## src/rtl/clk_div_pkg.sv

```systemverilog
// Shared definitions for the multi-channel clock divider: channel state
// encoding, default counter width and the LOAD_CH width helper.
package clk_div_pkg;

   typedef enum logic [1:0] {
      ST_IDLE  = 2'd0,
      ST_RUN   = 2'd1,
      ST_DRAIN = 2'd2
   } ch_state_e;

   localparam int unsigned CNT_W_DEF = 32;

   // Channel-select width: clog2 of the channel count, never narrower than 1.
   function automatic int unsigned ch_sel_w(input int unsigned n);
      return (n <= 1) ? 1 : $clog2(n);
   endfunction

endpackage

```

## src/rtl/clk_div_channel.sv

```systemverilog
// One divider channel: IDLE/RUN/DRAIN FSM, half-period counter, shadow and
// active divisor registers, registered divided clock and rising-edge tick.
// Optional phase-align input sync_i exists only when CLK_DIV_MULTI_SYNC_EN
// is defined.
//
//  state    | meaning
//  ---------+-----------------------------------------------------------
//  ST_IDLE  | stopped, counter held at 0, clk_o low
//  ST_RUN   | counting, clk_o toggles every active+1 cycles
//  ST_DRAIN | enable dropped while clk_o high; finish the high phase
module clk_div_channel
   import clk_div_pkg::*;
#(
   parameter int unsigned CNT_W       = CNT_W_DEF,
   parameter int unsigned DEFAULT_DIV = 50_000_000
) (
   input  logic             CLK_IN,
   input  logic             RST,
   input  logic             en_i,
   input  logic             load_i,
   input  logic [CNT_W-1:0] div_i,
`ifdef CLK_DIV_MULTI_SYNC_EN
   input  logic             sync_i,
`endif
   output logic             clk_o,
   output logic             tick_o,
   output logic             running_o
);

   localparam logic [CNT_W-1:0] DIV_RST = CNT_W'(DEFAULT_DIV);

   ch_state_e        state_q;
   logic [CNT_W-1:0] cnt_q;
   logic [CNT_W-1:0] cnt_d;
   logic [CNT_W-1:0] shadow_q;
   logic [CNT_W-1:0] active_q;
   logic             clk_q;
   logic             tick_q;
   logic             sync_w;

`ifdef CLK_DIV_MULTI_SYNC_EN
   assign sync_w = sync_i;
`else
   assign sync_w = 1'b0;
`endif

   assign cnt_d = cnt_q + CNT_W'(1);

   // Shadow divisor: written by a load strobe, sampled into active at toggles.
   always_ff @(posedge CLK_IN or posedge RST) begin
      if (RST) begin
         shadow_q <= DIV_RST;
      end else if (load_i) begin
         shadow_q <= div_i;
      end
   end

   // Channel FSM with counter, active divisor and registered outputs.
   always_ff @(posedge CLK_IN or posedge RST) begin
      if (RST) begin
         state_q  <= ST_IDLE;
         cnt_q    <= '0;
         active_q <= DIV_RST;
         clk_q    <= 1'b0;
         tick_q   <= 1'b0;
      end else begin
         tick_q <= 1'b0;
         case (state_q)
            ST_IDLE: begin
               cnt_q <= '0;
               clk_q <= 1'b0;
               if (en_i) begin
                  state_q  <= ST_RUN;
                  active_q <= shadow_q;
               end
            end
            ST_RUN, ST_DRAIN: begin
               if (sync_w) begin
                  // Phase align: restart the low half with the latest divisor.
                  cnt_q    <= '0;
                  clk_q    <= 1'b0;
                  active_q <= shadow_q;
               end else if (!en_i && !clk_q) begin
                  // Output already low, so stopping cannot leave a runt pulse.
                  state_q <= ST_IDLE;
                  cnt_q   <= '0;
               end else if (cnt_q == active_q) begin
                  cnt_q    <= '0;
                  clk_q    <= !clk_q;
                  active_q <= shadow_q;
                  tick_q   <= !clk_q;
                  // A falling toggle without enable completes the drain.
                  state_q  <= en_i ? ST_RUN : ST_IDLE;
               end else begin
                  cnt_q   <= cnt_d;
                  state_q <= en_i ? ST_RUN : ST_DRAIN;
               end
            end
            default: begin
               state_q <= ST_IDLE;
               cnt_q   <= '0;
               clk_q   <= 1'b0;
            end
         endcase
      end
   end

   assign clk_o     = clk_q;
   assign tick_o    = tick_q;
   assign running_o = (state_q != ST_IDLE);

endmodule

```

## src/rtl/clk_div_multi.sv

```systemverilog
// Multi-channel runtime-programmable clock divider. Each channel produces a
// 50% duty divided clock and a one-cycle tick on its rising edge; divisor
// changes land only on half-period boundaries. Optional SYNC input, enabled
// by defining CLK_DIV_MULTI_SYNC_EN, phase-aligns all running channels.
module clk_div_multi
   import clk_div_pkg::*;
#(
   parameter int unsigned NUM_CH      = 2,
   parameter int unsigned CNT_W       = CNT_W_DEF,
   parameter int unsigned DEFAULT_DIV = 50_000_000
) (
   input  logic                          CLK_IN,
   input  logic                          RST,
   input  logic [NUM_CH-1:0]             EN,
   input  logic                          LOAD,
   input  logic [ch_sel_w(NUM_CH)-1:0]   LOAD_CH,
   input  logic [CNT_W-1:0]              DIV_IN,
`ifdef CLK_DIV_MULTI_SYNC_EN
   input  logic                          SYNC,
`endif
   output logic [NUM_CH-1:0]             CLK_OUT,
   output logic [NUM_CH-1:0]             TICK,
   output logic [NUM_CH-1:0]             RUNNING
);

   localparam int unsigned CH_W = ch_sel_w(NUM_CH);

   logic [NUM_CH-1:0] load_vec;

   // Channel indices beyond NUM_CH-1 match no strobe, so such loads are dropped.
   always_comb begin
      load_vec = '0;
      for (int i = 0; i < NUM_CH; i++) begin
         load_vec[i] = LOAD && (LOAD_CH == CH_W'(i));
      end
   end

   for (genvar g = 0; g < NUM_CH; g++) begin : g_ch
      clk_div_channel #(
         .CNT_W       (CNT_W),
         .DEFAULT_DIV (DEFAULT_DIV)
      ) u_ch (
         .CLK_IN    (CLK_IN),
         .RST       (RST),
         .en_i      (EN[g]),
         .load_i    (load_vec[g]),
         .div_i     (DIV_IN),
`ifdef CLK_DIV_MULTI_SYNC_EN
         .sync_i    (SYNC),
`endif
         .clk_o     (CLK_OUT[g]),
         .tick_o    (TICK[g]),
         .running_o (RUNNING[g])
      );
   end

endmodule

```

## config.mk

```make
export PLATFORM = sky130hd
export DESIGN_NAME = clk_div_multi
export DESIGN_NICKNAME = d
export VERILOG_FILES = /design/src/rtl/clk_div_pkg.sv /design/src/rtl/clk_div_channel.sv /design/src/rtl/clk_div_multi.sv
export SDC_FILE = /design/constraint.sdc
export NUM_CORES = 1
export LEC_CHECK = 0
export CAP_MARGIN = 30
export CORE_ASPECT_RATIO = 1.75
export CORE_MARGIN = 8
export CORE_UTILIZATION = 38
export CTS_CLUSTER_DIAMETER = 50
export DETAILED_ROUTE_END_ITERATION = 6
export DONT_BUFFER_PORTS = 1
export GPL_ROUTABILITY_DRIVEN = 0
export PLACE_DENSITY = 0.58
export SYNTH_ARGS = -nofsm -noshare
export SYNTH_HDL_FRONTEND = slang
export SYNTH_SLANG_ARGS = --single-unit
```

## constraint.sdc

```tcl
create_clock -name CLK_IN -period 12.3 [get_ports CLK_IN]
set_input_delay 1.23 -clock CLK_IN [delete_from_list [all_inputs] [get_ports CLK_IN]]
set_output_delay 1.23 -clock CLK_IN [all_outputs]
set_load 0.01 [all_outputs]
```

==> results.cfg <==
[clock_network]
cts.sink_count = 200
h-tree-depth = 4
postCtsResizedCells = 0
cts_buffers = 17
root_buffer = clkbuf_16
hold_buffers = 0
clkTransAtPathRegs_ps = 80
postCtsSetupRepairBufs = 0
worst_skew_pair.late_latency_ps = 460
clockBufferDepth = 2
cts_tree = done

[cells_and_area]
drive_gt1_share_pct = 21.0
area_delta_synth_final_pct = 8.35
fillers = 2608
final_cell_mix = 152 x dfrtp_1, 116 x nand2_1, 105 x xor2_1
final_common_cell = dfrtp_1
nNetsFinal = 997

[outcome]
status = complete, no violations

[synth]
avgSynthCellArea_um2 = 10.4
syn_nets = 1035
syn_inst = 991
synthDistinctLibCells = 41
yosysTopAreaCellShare_pct = 36.9
synth_enable_flop_cells = 0
synth_top_area_cell = dfrtp_1
netlist_area_um2 = 10300
ys.warnings.count = 0
ys_seq_elements = 200
synthFlopType = dfrtp_1
async_flop_share_pct = 100
synth_area_leaders = dfrtp_1 37%, dfstp_2 12%, xor2_1 8.9%
yosysSeqAreaShare_pct = 49.1

[drt]
vias_per_cell = 5.58
dr.pass1.iters = 6
wl_per_cell_um = 19.4
drc = 0
postRouteWirelength_um = 25100
ant_nets = 0
drt_iter0_drc = 520
dr_total_vias = 7233

[sta]
period_share_pct = 24.0
tns_ps = 0
tightest_slew_ps = 1020
fmax_mhz = 338
setup_ws_ps = 9340
rsz0062_at_grt = false
slew_viol_final = 0
finalHoldViolCount = 0
fin_skew_ps = 12.4
setup_viol = 0
hold-worst-slack_ps = 503
slew_headroom_pct = 31.8
layout_min_cycle_time_ps = 2960

[global_route]
grt_pass1_wl_um = 41400
grtUsageMet2_pct = 29.2
overflow = 0
grt_pass1_vias = 7383
grt_util_all_layers_pct = 16.0
gr-usage-met1_pct = 17.2
top_usage_layer = met2
grt_max_degree = 134
use_met3_pct = 3.57
antenna_found_initial = 1

[worst_hold_path]
hold_path_class = flop to flop

[placed_design]
pre_cts_slack_ps = 9260
port_buffers = 0
hpwl_um = 17500

[worst_setup_path]
cp.required_ps = 12670
arrival_ps = 3320
end_kind = flop
start_kind = flop
criticalPathCategory = flop to flop
cp_max_fo = 19

[power_and_ir_drop]
p_leak_nw = 4.59
ir_worst_vdd_uv = 116
p_per_area_nw_per_um2 = 186

[die]
coreArea_um2 = 27000
start_util_pct = 38.2
dieArea_um2 = 32900
num_rows = 80
die_w_um = 141
io_pins = 44
die_h_um = 234

[job]
drv_cap = 0
==> cells by family (layout without fill, tap and decap cells) <==
logic type / Yosys count / in the layout / synth area share (%)
compound gates: 150 / 150 / 11.4
xor+xnor: 122 / 122 / 10.4
fa+ha+maj: 6 / 6 / 0.728
buf+inv: 88 / 63 / 3.85
flops: 200 / 200 / 49.1
mux: 64 / 64 / 6.99
other cells: 0 / 2 / 0
simple gates: 361 / 361 / 17.6
==> synth_stat cells, drive strengths merged (2+ instances only) <==
cell / instances
nand3: 21
mux2: 64
and2: 6
or3: 2
o211ai: 98
clkbuf: 42
nor3: 5
and4: 7
and3: 44
dfstp: 48
nand4: 62
o22ai: 3
dfrtp: 152
o22a: 2
nand2: 116
buf: 32
xnor2: 17
inv: 14
nor2: 71
nor4: 20
xor2: 105
a21oi: 36
nor2b: 4
o21ai: 5
ha: 6
==> where the power goes <==
part           internal, mW  total (mW)  switching [mW]
sequential            0.839       0.974           0.135
clock                 0.272       0.559           0.288
combinational         0.231       0.547           0.316
==> stage by stage <==
| stage | area [um^2] | utilization, % | power (mW) | std cells |
|---|---|---|---|---|
| final | 11200 | 41.3 | 2.08 | 1296 |
| after global routing | 11200 | 41.3 | 2.19 | 1296 |
| after CTS | 11100 | 41.2 | 2.10 | 1293 |
| after detailed placement | 10600 | 39.1 | 1.54 | 1261 |
| after global placement | 10500 | 39.0 | 1.50 | 1260 |
| after floorplan | 10300 | - | 1.38 | 991 |
==> state kept, by name (all words and copies together) (netlist names) <==
name	count
g_ch.u_ch.tick_o	2
g_ch.u_ch.clk_o	2
g_ch.u_ch.shadow_q	64
g_ch.u_ch.state_q	4
g_ch.u_ch.cnt_q	64
g_ch.u_ch.active_q	64
==> layout make-up <==
cell class / instances / area, um^2 / area share (%)
timing repair buffer: 17 / 168 / 1.50
clock inverter: 15 / 153 / 1.37
sequential: 200 / 5060 / 45.3
clock buffer: 17 / 425 / 3.81
multi-input combinational: 703 / 4890 / 43.7
tap: 328 / 410 / 3.67
inverter: 14 / 60.1 / 0.537
antenna: 2 / 5.00 / 0.0448
==> worst paths after layout <==
check,endpoint,from,depth (start not counted),slack [ps]
worst max-delay path,g_ch[1].u_ch.active_q[29],g_ch[1].u_ch.active_q[19],6,9340
worst min-delay path,g_ch[1].u_ch.active_q[22],g_ch[1].u_ch.shadow_q[22],2,500
worst max register to register,g_ch[1].u_ch.active_q[29],g_ch[1].u_ch.active_q[19],6,9340
worst min register to register,g_ch[1].u_ch.active_q[22],g_ch[1].u_ch.shadow_q[22],2,500
max in group asynchronous,g_ch[1].u_ch.shadow_q[28],RST,3,10050
min in group asynchronous,g_ch[0].u_ch.active_q[8],RST,1,520
==> per-layer routing <==
layer	share of wire [%]	vias up	wire [um]
met3	3.1	31	787
met4	3.3	0	830
met5	0	-	0
met1	39	3671	9780
met2	55	87	13700
li1	-	3444	-
==> critical path, cell delays in order, from the launching register on <==
cell	delay, ps
dfstp_2	550
xor2_1	70
nor4_1	600
nand4_1	600
o21a_2	600
buf_16	250
o211ai_1	180
Note: power is estimated with default switching activity, not from simulation.
==> variant: new RTL, config.mk and constraints unchanged <==
`DEFAULT_DIV` is set to 50_000_000 in 2 places; all go to 33_554_432.
--- a/src/rtl/clk_div_channel.sv
+++ b/src/rtl/clk_div_channel.sv
@@ -14,3 +14,3 @@
    parameter int unsigned CNT_W       = CNT_W_DEF,
-   parameter int unsigned DEFAULT_DIV = 50_000_000
+   parameter int unsigned DEFAULT_DIV = 33_554_432
 ) (
--- a/src/rtl/clk_div_multi.sv
+++ b/src/rtl/clk_div_multi.sv
@@ -9,3 +9,3 @@
    parameter int unsigned CNT_W       = CNT_W_DEF,
-   parameter int unsigned DEFAULT_DIV = 50_000_000
+   parameter int unsigned DEFAULT_DIV = 33_554_432
 ) (
Behaviour: no difference found for any inputs over 4 cycles, from zero or initial values and one cycle with RST high; that may be too few to reach the edited logic, so the function may still have changed.
==> variant against the original RTL <==
  * Setup slack got worse by 0.0080 ns
  * Area after synthesis decreased by 0.53%
  * Sequential power decreased by 3.6%
  * Cell area about the same
  * Sequential cell count unchanged
  * Global-route usage about the same
  * Total power increased by 0.11%
  * Hold slack improved by 0.0017 ns
  * Routed wire length increased by 0.61%
  * Largest cell class unchanged
  * Highest routed layer unchanged
==> variant: results (changes against the original RTL) <==
\begin{tabular}{lr}
\hline
Metric & Value \\
\hline
\multicolumn{2}{l}{\textbf{Setup path}} \\
\quad Startpoint of the worst setup timing path & g\_ch[1].u\_ch.cnt\_q[0]\$\_DFF\_PP0\_ \\
\quad Cells on worst reg2reg path & 8 (+2) \\
\quad Crit-path slowest cell & sky130\_fd\_sc\_hd\_\_nand4\_1 \\
\quad Capturing instance or port of the critical path & g\_ch[1].u\_ch.cnt\_q[1]\$\_DFF\_PP0\_ \\
\quad Arrival time of data at the critical path endpoint & 3.30 ns (-0.02 ns) \\
\multicolumn{2}{l}{\textbf{Power}} \\
\quad Power of the clock network & 0.602 mW (+7.7\%) \\
\quad Cell leakage power & 4.65 nW (+1.2\%) \\
\quad Fraction of power spent switching nets & 34.6\% (-0.93 points) \\
\quad Clk pwr share & 28.9\% (+2.0 points) \\
\multicolumn{2}{l}{\textbf{Synthesis}} \\
\quad Sequential-to-total area share from yosys stat & 48.8\% (-0.27 points) \\
\quad Cells taking the most area after synthesis & sky130\_fd\_sc\_hd\_\_dfrtp\_1, sky130\_fd\_sc\_hd\_\_xor2\_1, sky130\_fd\_sc\_hd\_\_mux2\_2 \\
\quad Mapped Avg Cell Area & 10.4 um2 (-0.53\%) \\
\multicolumn{2}{l}{\textbf{Min path}} \\
\quad WHS Endpoint & g\_ch[1].u\_ch.active\_q[25]\$\_DFFE\_PP1P\_ \\
\quad Origin of the worst min-delay path & g\_ch[1].u\_ch.shadow\_q[25]\$\_DFFE\_PP1P\_ \\
\multicolumn{2}{l}{\textbf{Status}} \\
\quad Status & completed \\
\multicolumn{2}{l}{\textbf{Global routing}} \\
\quad Overall Global Routing Usage & 16.0\% (about the same) \\
\quad Global-route wire length before repair & 41100 um (-0.60\%) \\
\quad Vias in the first global route & 7332 (-0.69\%) \\
\quad Maximum number of pins on one net before global-route repair & 126 (-6.0\%) \\
\multicolumn{2}{l}{\textbf{Timing}} \\
\quad Worst Hold Slack & 0.504 ns (+0.00165 ns) \\
\quad Timing-limited maximum frequency & 0.337 GHz (-0.27\%) \\
\multicolumn{2}{l}{\textbf{Place}} \\
\quad HPWL Detailed & 17800 um (+1.6\%) \\
\quad Worst-case setup slack after placement & 9.30 ns (+0.0429 ns) \\
\multicolumn{2}{l}{\textbf{Cells and area}} \\
\quad Fill cells & 2537 (-2.7\%) \\
\quad Final standard cell area without fillers & 11200 um2 (about the same) \\
\quad Non-filler instance count after layout & 1291 (-0.39\%) \\
\multicolumn{2}{l}{\textbf{Routing}} \\
\quad Iteration-0 DRC Markers & 420 (-19\%) \\
\quad Routed vias & 7205 (-0.39\%) \\
\quad Routed wire per std cell & 19.6 um (+1.0\%) \\
\hline
\end{tabular}
## variant: changes by cell type after synthesis
cell	change
sky130_fd_sc_hd__dfstp_2	-44
sky130_fd_sc_hd__dfrtp_1	+44
## variant: per-layer routing
layer	global-route usage (%)	up-vias	share of wire, %
met1	16.8	3604	38
met5	0	-	0
li1	-	3440	-
met4	9.17	0	4.3
met2	29.5	122	55
met3	2.70	39	2.6
## variant: area by class of cell
type / instances / area share, %
clock buffer: 18 / 3.93
sequential: 200 / 44.8
tap: 324 / 3.63
timing repair buffer: 16 / 1.43
clock inverter: 14 / 1.67
antenna: 2 / 0.0448
inverter: 14 / 0.538
multi-input combinational: 703 / 43.9
## variant: cells by family (layout without fill, tap and decap cells)
group	count (synthesis)	in the layout	synth area share [%]
compound gates	150	150	11.4
xor+xnor	122	122	10.4
fa+ha+maj	6	6	0.732
buf+inv	88	62	3.87
flops	200	200	48.8
mux	64	64	7.03
other cells	0	2	0
simple gates	361	361	17.7
